File: src/rtl/if_stage_pkg.sv
// ============================================================================
// if_stage_pkg : shared fetch-stage configuration (word width, NOP, reset PC,
//                FSM state encodings).  Revision 1.0
// ============================================================================
`default_nettype none

package if_stage_pkg;

  localparam int          CFG_WORD_LEN = 32;
  localparam logic [31:0] CFG_NOP      = 32'h0000_0000;
  localparam logic [31:0] CFG_RESET_PC = 32'h0000_0000;

  typedef enum logic [0:0] {
    IF_FETCH = 1'b0,
    IF_HOLD  = 1'b1
  } if_state_e;

endpackage

`default_nettype wire

File: src/rtl/if_id_reg.sv
// ============================================================================
// if_id_reg : IF/ID pipeline register with load, flush (priority) and hold.
//             Revision 1.0
// ============================================================================
`default_nettype none

module if_id_reg
  import if_stage_pkg::*;
#(
  parameter int WORD_LEN = CFG_WORD_LEN
) (
  input  logic                clk,
  input  logic                rst,
  input  logic                load,
  input  logic                flush,
  input  logic [WORD_LEN-1:0] instr_in,
  input  logic [WORD_LEN-1:0] pc_plus4_in,
  output logic [WORD_LEN-1:0] instruction,
  output logic [WORD_LEN-1:0] pc_plus4,
  output logic                valid
);

  localparam logic [WORD_LEN-1:0] C_NOP = WORD_LEN'(CFG_NOP);

  always_ff @(posedge clk or negedge rst) begin
    if (!rst) begin
      instruction <= C_NOP;
      pc_plus4    <= '0;
      valid       <= 1'b0;
    end else if (flush) begin
      instruction <= C_NOP;
      pc_plus4    <= '0;
      valid       <= 1'b0;
    end else if (load) begin
      instruction <= instr_in;
      pc_plus4    <= pc_plus4_in;
      valid       <= 1'b1;
    end
  end

endmodule

`default_nettype wire

File: src/rtl/if_stage.sv
// ============================================================================
// if_stage : MIPS instruction fetch - PC, req/ready fetch FSM, skid buffer.
//            Optional perf counters when IF_PERF_CNT_EN is defined. Rev 1.0
// ============================================================================
`default_nettype none

module if_stage
  import if_stage_pkg::*;
#(
  parameter int                   WORD_LEN = CFG_WORD_LEN,
  parameter logic [WORD_LEN-1:0]  RESET_PC = WORD_LEN'(CFG_RESET_PC)
) (
  input  logic                clk,
  input  logic                rst,
  input  logic                freeze,
  input  logic                br_taken,
  input  logic [WORD_LEN-1:0] br_addr,
  output logic                imem_req,
  output logic [WORD_LEN-1:0] imem_addr,
  input  logic [WORD_LEN-1:0] imem_rdata,
  input  logic                imem_ready,
  output logic [WORD_LEN-1:0] instruction,
  output logic [WORD_LEN-1:0] pc_plus4,
  output logic                valid
`ifdef IF_PERF_CNT_EN
  ,
  output logic [WORD_LEN-1:0] fetch_cnt,
  output logic [WORD_LEN-1:0] stall_cnt
`endif
);

  localparam logic [WORD_LEN-1:0] C_PC_STEP   = WORD_LEN'(4);
  localparam logic [WORD_LEN-1:0] C_ALIGN_MSK = ~WORD_LEN'(3);

  if_state_e           r_state, w_state_next;
  logic [WORD_LEN-1:0] r_pc, w_pc_next;
  logic [WORD_LEN-1:0] r_skid, w_skid_next;
  logic [WORD_LEN-1:0] w_pc_plus4;
  logic [WORD_LEN-1:0] w_load_instr;
  logic                w_load;
  logic                w_flush;

  assign w_pc_plus4 = r_pc + C_PC_STEP;

  // Request is suppressed while reset is held, otherwise purely a state decode.
  assign imem_req  = (r_state == IF_FETCH) && rst;
  assign imem_addr = r_pc;

  always_comb begin
    w_state_next = r_state;
    w_pc_next    = r_pc;
    w_skid_next  = r_skid;
    w_load       = 1'b0;
    w_flush      = 1'b0;
    w_load_instr = imem_rdata;
    if (br_taken) begin
      w_pc_next    = br_addr & C_ALIGN_MSK;
      w_flush      = 1'b1;
      w_state_next = IF_FETCH;
    end else begin
      case (r_state)
        IF_FETCH: begin
          if (imem_ready) begin
            if (freeze) begin
              w_skid_next  = imem_rdata;
              w_state_next = IF_HOLD;
            end else begin
              w_load    = 1'b1;
              w_pc_next = w_pc_plus4;
            end
          end
        end
        IF_HOLD: begin
          if (!freeze) begin
            w_load       = 1'b1;
            w_load_instr = r_skid;
            w_pc_next    = w_pc_plus4;
            w_state_next = IF_FETCH;
          end
        end
        default: w_state_next = IF_FETCH;
      endcase
    end
  end

  always_ff @(posedge clk or negedge rst) begin
    if (!rst) begin
      r_state <= IF_FETCH;
      r_pc    <= RESET_PC;
      r_skid  <= '0;
    end else begin
      r_state <= w_state_next;
      r_pc    <= w_pc_next;
      r_skid  <= w_skid_next;
    end
  end

  if_id_reg #(
    .WORD_LEN (WORD_LEN)
  ) u_if_id_reg (
    .clk         (clk),
    .rst         (rst),
    .load        (w_load),
    .flush       (w_flush),
    .instr_in    (w_load_instr),
    .pc_plus4_in (w_pc_plus4),
    .instruction (instruction),
    .pc_plus4    (pc_plus4),
    .valid       (valid)
  );

`ifdef IF_PERF_CNT_EN
  always_ff @(posedge clk or negedge rst) begin
    if (!rst) begin
      fetch_cnt <= '0;
      stall_cnt <= '0;
    end else begin
      if (w_load)
        fetch_cnt <= fetch_cnt + WORD_LEN'(1);
      if (freeze || (imem_req && !imem_ready))
        stall_cnt <= stall_cnt + WORD_LEN'(1);
    end
  end
`endif

endmodule

`default_nettype wire
File: config.mk
export PLATFORM = sky130hd
export DESIGN_NAME = if_stage
export DESIGN_NICKNAME = d
export VERILOG_FILES = /design/src/rtl/if_stage_pkg.sv /design/src/rtl/if_id_reg.sv /design/src/rtl/if_stage.sv
export SDC_FILE = /design/constraint.sdc
export NUM_CORES = 1
export LEC_CHECK = 0
export BUFFER_PORTS_ARGS = -buffer_cell sky130_fd_sc_hd__buf_4
export CORE_MARGIN = 2
export CORE_UTILIZATION = 53
export CTS_CLUSTER_DIAMETER = 200
export DETAILED_ROUTE_END_ITERATION = 10
export PLACE_DENSITY_LB_ADDON = 0.08
export SLEW_MARGIN = 20
export SYNTH_ARGS = -nofsm -noshare
export SYNTH_HDL_FRONTEND = slang
export SYNTH_SLANG_ARGS = --single-unit
File: constraint.sdc
create_clock -name clk -period 2.95 [get_ports clk]
set_input_delay 0 -clock clk [delete_from_list [all_inputs] [get_ports clk]]
set_output_delay 0 -clock clk [all_outputs]
set_load 0.1 [all_outputs]
# ---- Word level (Yosys, flattened, before mapping)
# Index checks and enable logic that the tools add are counted.
dict set report op_classes {
  addsub 1
  eq_ne 1
  n_mux 22
  bitwise_logic 2
  n_reduce_logical 3
}
# cell count
set ops {}
lappend ops {{$mux W32} 10}
lappend ops {{$pmux W32 S2} 1}
lappend ops {{$add A32 B3 Y32 const B} 1}
lappend ops {{$mux W1} 9}
lappend ops {{$pmux W1 S2} 2}
lappend ops {{$ne A3 B3 Y1 const B} 1}
lappend ops {{$reduce_and A3 Y1} 1}
lappend ops {{$not A1 Y1} 2}
lappend ops {{$reduce_bool A2 Y1} 1}
lappend ops {{$logic_and A1 B1 Y1} 1}
dict set report word_totals {
  regBits 130
  input_bits 69
  out_inout_bits 98
  wordCells 35
}

# ---- Depth between registers and ports, before layout
# Gate-level depths: netlist of run 1.
dict set report logic_depth {
  depth_word 6
  mapped_depth 7
  mapped_depth_nobuf 5
}

# ---- Modules after synthesis
# Synthesis of run 1 repeated with hierarchy kept, for this count alone.
dict set report hier_totals {
  hier_cells 577
  hier_area_um2 6406.1
}
# mod instances cells_per_inst area_per_inst_um2 seq_area_each_um2
set modules_own_cells {}
lappend modules_own_cells {if_stage 1 368 3768.6 1576.5}
lappend modules_own_cells {if_id_reg 1 209 2637.5 1626.6}

# ---- Worst setup path before layout of run 1
# No wires, ideal clock.
dict set report synth_timing {
  path_kind {register to register}
  from {reg r_pc[2] (netlist: imem_addr[2])}
  to {reg u_if_id_reg.pc_plus4[28]}
  setup_ps 100
  arrival_ps 2937
  t_required_ps 2850
  path_slack_ps -87
  stages_incl_launch_ff 7
  path_buffers 1
  synth_period_minus_slack_ps 3037
  cell_sequence {dfrtp_1 -> ha_1 -> nand3_2 -> or4_1 -> buf_2 -> or4_1 -> a311oi_1}
}
dict set report synth_between {
  elab_chain_cells 3
}
# element line
set synth_rtl {}
lappend synth_rtl {{start, declared} if_stage.sv:36} ;# logic [WORD_LEN-1:0] r_pc, w_pc_next;
lappend synth_rtl {{start signal, assigned} if_stage.sv:93} ;# r_pc <= w_pc_next;
lappend synth_rtl {{$add A32 B3 Y32} if_stage.sv:43} ;# assign w_pc_plus4 = r_pc + C_PC_STEP;
lappend synth_rtl {{$mux W32} if_id_reg.sv:34} ;# end else if (load) begin
lappend synth_rtl {{$mux W32} if_id_reg.sv:30} ;# end else if (flush) begin
lappend synth_rtl {{end signal, assigned} if_id_reg.sv:36} ;# pc_plus4 <= pc_plus4_in;
lappend synth_rtl {{end, declared} if_id_reg.sv:19} ;# output logic [WORD_LEN-1:0] pc_plus4,
# No other way between the ends. The select of a mux whose other input is x is not followed.
# A chain may end at the register's enable or synchronous reset.

# ---- Worst setup path in the final report of run 1
# Same ends and word-level chain as after synthesis.

==> flow_summary.json, run 1 <==
{
  "cp-startpoint": "imem_addr[2]",
  "hold_ws_ns": 0.0530,
  "finalNetCount": 890,
  "p_clk_share_pct": 35.2,
  "crit_path_max_incr_delay_ns": 0.81,
  "peakVddDrop_mv": 0.518,
  "start_kind": "flip-flop",
  "drtPass1Iterations": 5,
  "synth_top_area_cell": "dfrtp_1",
  "io_pins": 167,
  "cp.arrival_ns": 3.03,
  "ctsHtreeMaxLevel": 4,
  "grt_max_degree": 125,
  "finalHoldViolCount": 0,
  "cts.sinks": 127,
  "timing.final.crit_share_pct": 92.0,
  "cts_buffer_depth": 2,
  "setup_violations": 0,
  "r2r_setup_slack_ns": 0.24,
  "internal_power_uw": 3720,
  "p_seq_share_pct": 36.8,
  "io_buffers": 162,
  "cap_violations": 0,
  "syn-instance-count": 622,
  "netlist_area_mm2": 0.00634,
  "clk_latency_ns": 0.41,
  "slew_headroom_pct": 49.1,
  "async_flop_share_pct": 100,
  "p_leak_uw": 0.00400,
  "finalCriticalPeriod_ns": 2.71,
  "holdCritPathClass": "in -> reg",
  "finalPower_uw": 5760,
  "swShare_pct": 35.5,
  "grt_usage_pct": 27.9,
  "multiInputGateArea_mm2": 0.00294,
  "synth_edf_count": 0,
  "grt_pass1_vias": 5709,
  "fmax_mhz": 369,
  "power_density_mw_per_mm2": 651,
  "cp.depth": 5,
  "status": "finished clean",
  "cp_slowest_cell": "or4_1",
  "fp.dieArea_mm2": 0.0129,
  "fillers": 802,
  "critical-path-top-delay-family": "simple AND/OR/NAND/NOR gates",
  "grt_pass1_wl_um": 28500,
  "cpMostUsedCell": "or4_1",
  "timing.rr.end": "u_if_id_reg.pc_plus4[28]",
  "drv_slew": 0,
  "cts.reportedPaths.clkPinSlew_ns": 0.05,
  "ant_nets": 0,
  "antenna_found_initial": 0,
  "post_dp_cell_area_mm2": 0.00762,
  "cts_buffers": 17,
  "final_cell_area_mm2": 0.00885,
  "crit_buf_inv": 0,
  "die_x_um": 113,
  "path_cells": "ha_1 -> nand3_2 -> or4_1 -> or4_1 -> a311oi_1",
  "synthTopCellsByArea": "dfrtp_1, mux2_2, mux2i_1, a211oi_1, nor2_1",
  "drt_iter0_drc": 397,
  "synth_cell_type_count": 46,
  "cp-endpoint": "u_if_id_reg.pc_plus4[28]",
  "yosys_most_used_dff": "dfrtp_1",
  "cp-end-kind": "flip-flop",
  "cp_data_required_time_ns": 3.26,
  "worstReg2RegStart": "imem_addr[2]",
  "cts_tree": "done",
  "ys_ff_latch": 127,
  "antenna_cells": 0,
  "yosysTopAreaCellShare_pct": 50.1,
  "synthTopCellsByCount": "dfrtp_1, nor2_1, a211oi_1, clkbuf_1, nand2_1",
  "rsz0062_at_grt": "no",
  "drc_errors": 0,
  "skew_ns": 0.00592,
  "wirelength_um": 17500,
  "worstMarginPinSlew_ns": 0.763,
  "cp_max_fo": 19,
  "synth_most_common_cell": "dfrtp_1",
  "core-area_mm2": 0.0116,
  "cts_root_buf": "clkbuf_16",
  "yosys_warnings": 0,
  "register_area_mm2": 0.00318,
  "gp_congestion": 0.869,
  "initial_utilization_pct": 54.8,
  "power.switching_uw": 2040,
  "path_class": "reg -> reg",
  "via_count": 5702,
  "pwr-share-comb_pct": 28.0,
  "num_rows": 39,
  "drive_gt1_share_pct": 29.4,
  "overflow": 0,
  "die_y_um": 113,
  "area_delta_synth_final_pct": 39.5,
  "wire_per_inst_um": 17.9,
  "r2r_cells": 5,
  "synth_area_per_cell_um2": 10.2,
  "vias_per_cell": 5.85,
  "setup_tns_ns": 0,
  "postLayoutCoreUtil_pct": 76.5,
  "dp_hpwl_um": 10800,
  "ys_seq_area_share_pct": 50.1
}
metal layers:
layer | vias up | track usage (%) | routed length (µm)
li1 | 2713 | - | -
met1 | 2756 | 35.0 | 7100
met2 | 201 | 47.2 | 8840
met3 | 32 | 6.32 | 1140
met4 | 0 | 10.9 | 385
met5 | - | 0 | 0
how the worst min path moves through the flow:
stage | from | end | depth (start not counted)
2_1_floorplan | rst | imem_addr[10] | 0
3_3_place_gp | rst | imem_addr[19] | 1
3_5_place_dp | rst | imem_addr[19] | 1
4_1_cts | br_taken | u_if_id_reg.pc_plus4[3] | 2
5_1_grt | br_taken | u_if_id_reg.pc_plus4[3] | 2
6_report | br_taken | u_if_id_reg.pc_plus4[3] | 2
power groups by stage:
| stage | Sequential (µW) | Combinational [µW] | Clock [µW] |
|---|---|---|---|
| global placement | 2120 | 1520 | 0 |
| floorplan | 2840 | 420 | 0 |
| detailed placement | 2140 | 1540 | 0 |
| CTS | 2110 | 1610 | 2060 |
| global route | 2150 | 1690 | 2130 |
| finish | 2120 | 1610 | 2030 |
state kept, by name (all words and copies together), names as in the netlist:
| signal | flops |
|---|---|
| u_if_id_reg.pc_plus4 | 31 |
| u_if_id_reg.valid | 1 |
| r_skid | 32 |
| r_state | 1 |
| imem_addr | 30 |
| u_if_id_reg.instruction | 32 |
cell type report:
| class | instances | share of cell area [%] |
|---|---|---|
| well taps | 143 | 2.02 |
| clock buffers | 23 | 5.51 |
| multi-input cells | 434 | 33.2 |
| flip-flops and latches | 127 | 35.9 |
| repair buffers | 236 | 22.1 |
| inverters | 4 | 0.170 |
| clock inverters | 7 | 0.962 |
logic make-up after synthesis:
family	share of synthesized area, %
flip-flops	50.1
other	0.0591
buffers and inverters	4.00
AND/OR/NAND/NOR	17.8
XOR/XNOR	2.49
adder cells (fa/ha/maj)	0.197
AO/OA/AOI/OAI	14.6
multiplexers	10.7
worst reg2reg max path: cells and delay by family, from the launching register on:
| kind | cells | cell delay (ns) |
|---|---|---|
| adder cells (fa/ha/maj) | 1 | 0.30 |
| flip-flops | 1 | 0.45 |
| AO/OA/AOI/OAI | 1 | 0.26 |
| AND/OR/NAND/NOR | 3 | 1.61 |
stage by stage:
step	std cells	setup slack, ns
6_report	974	0.237
5_1_grt	974	0.0474
4_1_cts	974	0.245
3_5_place_dp	879	0.256
3_3_place_gp	879	0.356
2_1_floorplan	623	0.0421
cells in the final DEF (no fill, tap or decap), drive strengths merged, types with 17 or more instances in the layout:
master / synthesis / layout
or4: 24 / 24
a311oi: 18 / 18
dlygate4sd3: 0 / 65
nor2: 82 / 82
nand2: 34 / 34
dfrtp: 127 / 127
mux2i: 32 / 32
nand3: 17 / 17
clkbuf: 42 / 23
buf: 16 / 171
o21ai: 22 / 22
mux2: 32 / 32
a211oi: 41 / 41
what timing repair did:
item,in CTS,in global routing
resized for setup,0,0
setup endpoints to repair,0,0
hold endpoints to repair,151,0
hold buffers,65,0
setup buffers,0,0
No activity file was read; power rests on OpenSTA's default activity.
==> inputs of run 2 (changes only) <==
- PLACE_DENSITY_LB_ADDON: 0.08 -> 0.2
==> flow_summary.json, run 2 (synthesized netlist as in run 1, its figures left out) <==
{
  "finalPower_uw": 5860,
  "finalHoldViolCount": 0,
  "cp_max_fo": 19,
  "internal_power_uw": 3730,
  "grt_max_degree": 81,
  "top_layer_used": "met4",
  "antenna_cells": 0,
  "critical-path-top-delay-family": "simple AND/OR/NAND/NOR gates",
  "swShare_pct": 36.4,
  "rsz0062_at_grt": "no",
  "clk_latency_ns": 0.42,
  "drtPass1Iterations": 7,
  "ctsHtreeMaxLevel": 4,
  "die_y_um": 113,
  "crit_buf_inv": 0,
  "cpMostUsedCell": "or4_1",
  "drive_gt1_share_pct": 29.9,
  "cap_violations": 0,
  "antenna_found_initial": 0,
  "cp-end-kind": "flip-flop",
  "status": "finished clean",
  "crit_path_max_incr_delay_ns": 0.83,
  "cts.sinks": 127,
  "p_seq_share_pct": 36.3,
  "p_leak_uw": 0.00402,
  "drc_errors": 0,
  "final_common_cell": "buf_4",
  "cts_buffer_depth": 2,
  "cts_root_buf": "clkbuf_16",
  "vias_per_cell": 6.00,
  "top_regs": "r_skid: 32 flops, u_if_id_reg.instruction: 32 flops, u_if_id_reg.pc_plus4: 31 flops",
  "post_cts_resized": 0,
  "slew_headroom_pct": 47.5,
  "grt_usage_pct": 29.9,
  "setup_tns_ns": 0,
  "area_delta_synth_final_pct": 40.3,
  "path_cells": "ha_1 -> nand3_2 -> or4_1 -> or4_1 -> a311oi_1",
  "cp_data_required_time_ns": 3.27,
  "initial_utilization_pct": 54.8,
  "core-area_mm2": 0.0116,
  "peakVddDrop_mv": 0.509,
  "die_x_um": 113,
  "cts_tree": "done",
  "overflow": 0,
  "wirelength_um": 18500,
  "drt_iter0_drc": 534,
  "drv_slew": 0,
  "cp_slowest_cell": "or4_1",
  "finalNetCount": 893,
  "gp_congestion": 0.887,
  "holdCritPathClass": "in -> reg",
  "cts.reportedPaths.clkPinSlew_ns": 0.06,
  "layout_common_cells": "buf_4, dfrtp_1, nor2_1",
  "power_density_mw_per_mm2": 659,
  "drt-met1-wl_um": 7440,
  "r2r_setup_slack_ns": 0.20,
  "grt_pass1_wl_um": 30200,
  "cp.arrival_ns": 3.07,
  "fp.dieArea_mm2": 0.0129,
  "skew_ns": 0.00680,
  "cts_setup_buffers": 0,
  "fmax_mhz": 364,
  "cts_buffers": 17,
  "start_kind": "flip-flop",
  "wire_per_inst_um": 18.9,
  "io_buffers": 162,
  "via_count": 5877,
  "path_class": "reg -> reg",
  "wl_met3_um": 1310,
  "grt_pass1_vias": 5967,
  "finalCriticalPeriod_ns": 2.75,
  "pwr-share-comb_pct": 27.8,
  "ant_nets": 0,
  "hold_ws_ns": 0.0304,
  "timing.final.crit_share_pct": 93.1,
  "fillers": 763,
  "setup_violations": 0,
  "io_pins": 167,
  "dp_hpwl_um": 11300,
  "num_rows": 39,
  "p_clk_share_pct": 35.9,
  "worstMarginPinSlew_ns": 0.782,
  "power.switching_uw": 2130,
  "cts_hold_repair.buffers": 65,
  "wl_met2_um": 9420
}
-- run 2: power groups by stage --
stage	Combinational [µW]	Sequential (µW)	Clock (µW)
after floorplan	420	2840	0
after global placement	1520	2120	0
after detailed placement	1540	2140	0
after CTS	1620	2110	2130
after global routing	1710	2150	2220
final	1630	2130	2110
-- run 2: final cells by class --
class / instances / area [µm²] / area share (%)
clock buffers: 18 / 429 / 4.82
flip-flops and latches: 127 / 3180 / 35.8
well taps: 143 / 179 / 2.01
repair buffers: 239 / 1980 / 22.3
inverters: 4 / 15.0 / 0.169
multi-input cells: 434 / 2940 / 33.1
clock inverters: 14 / 169 / 1.90
-- run 2: per-layer routing --
layer / vias up / GRT usage (%)
met1: 2883 / 37.0
met4: 0 / 10.7
met3: 28 / 8.66
li1: 2721 / -
met5: - / 0
met2: 245 / 50.4
-- run 2: worst paths after layout --
check,depth (start not counted),endpoint,start
hold reg to reg,2,u_if_id_reg.valid,u_if_id_reg.valid
min in group asynchronous,2,imem_addr[14],rst
hold / removal,3,imem_addr[12],br_taken
setup / recovery,5,u_if_id_reg.pc_plus4[28],imem_addr[2]
setup reg to reg,5,u_if_id_reg.pc_plus4[28],imem_addr[2]
max in group asynchronous,3,imem_addr[15],rst
-- run 2: worst reg2reg max path, delay by kind of cell, from the launching register on --
kind	cells	cell delay [ns]
DFF	1	0.44
adders and majority gates	1	0.31
and+or+nand+nor	3	1.64
AOI/OAI and AO/OA	1	0.26
-- run 2: per-stage QoR --
stage | cells | instance area, µm² | util, % | worst slack (ns)
3_5_place_dp | 882 | 7650 | 66.1 | 0.263
2_1_floorplan | 623 | 6350 | - | 0.0421
5_1_grt | 979 | 8900 | 76.9 | 0.0511
4_1_cts | 979 | 8900 | 76.9 | 0.229
6_report | 979 | 8900 | 76.9 | 0.203
3_3_place_gp | 882 | 7650 | 66.1 | 0.365
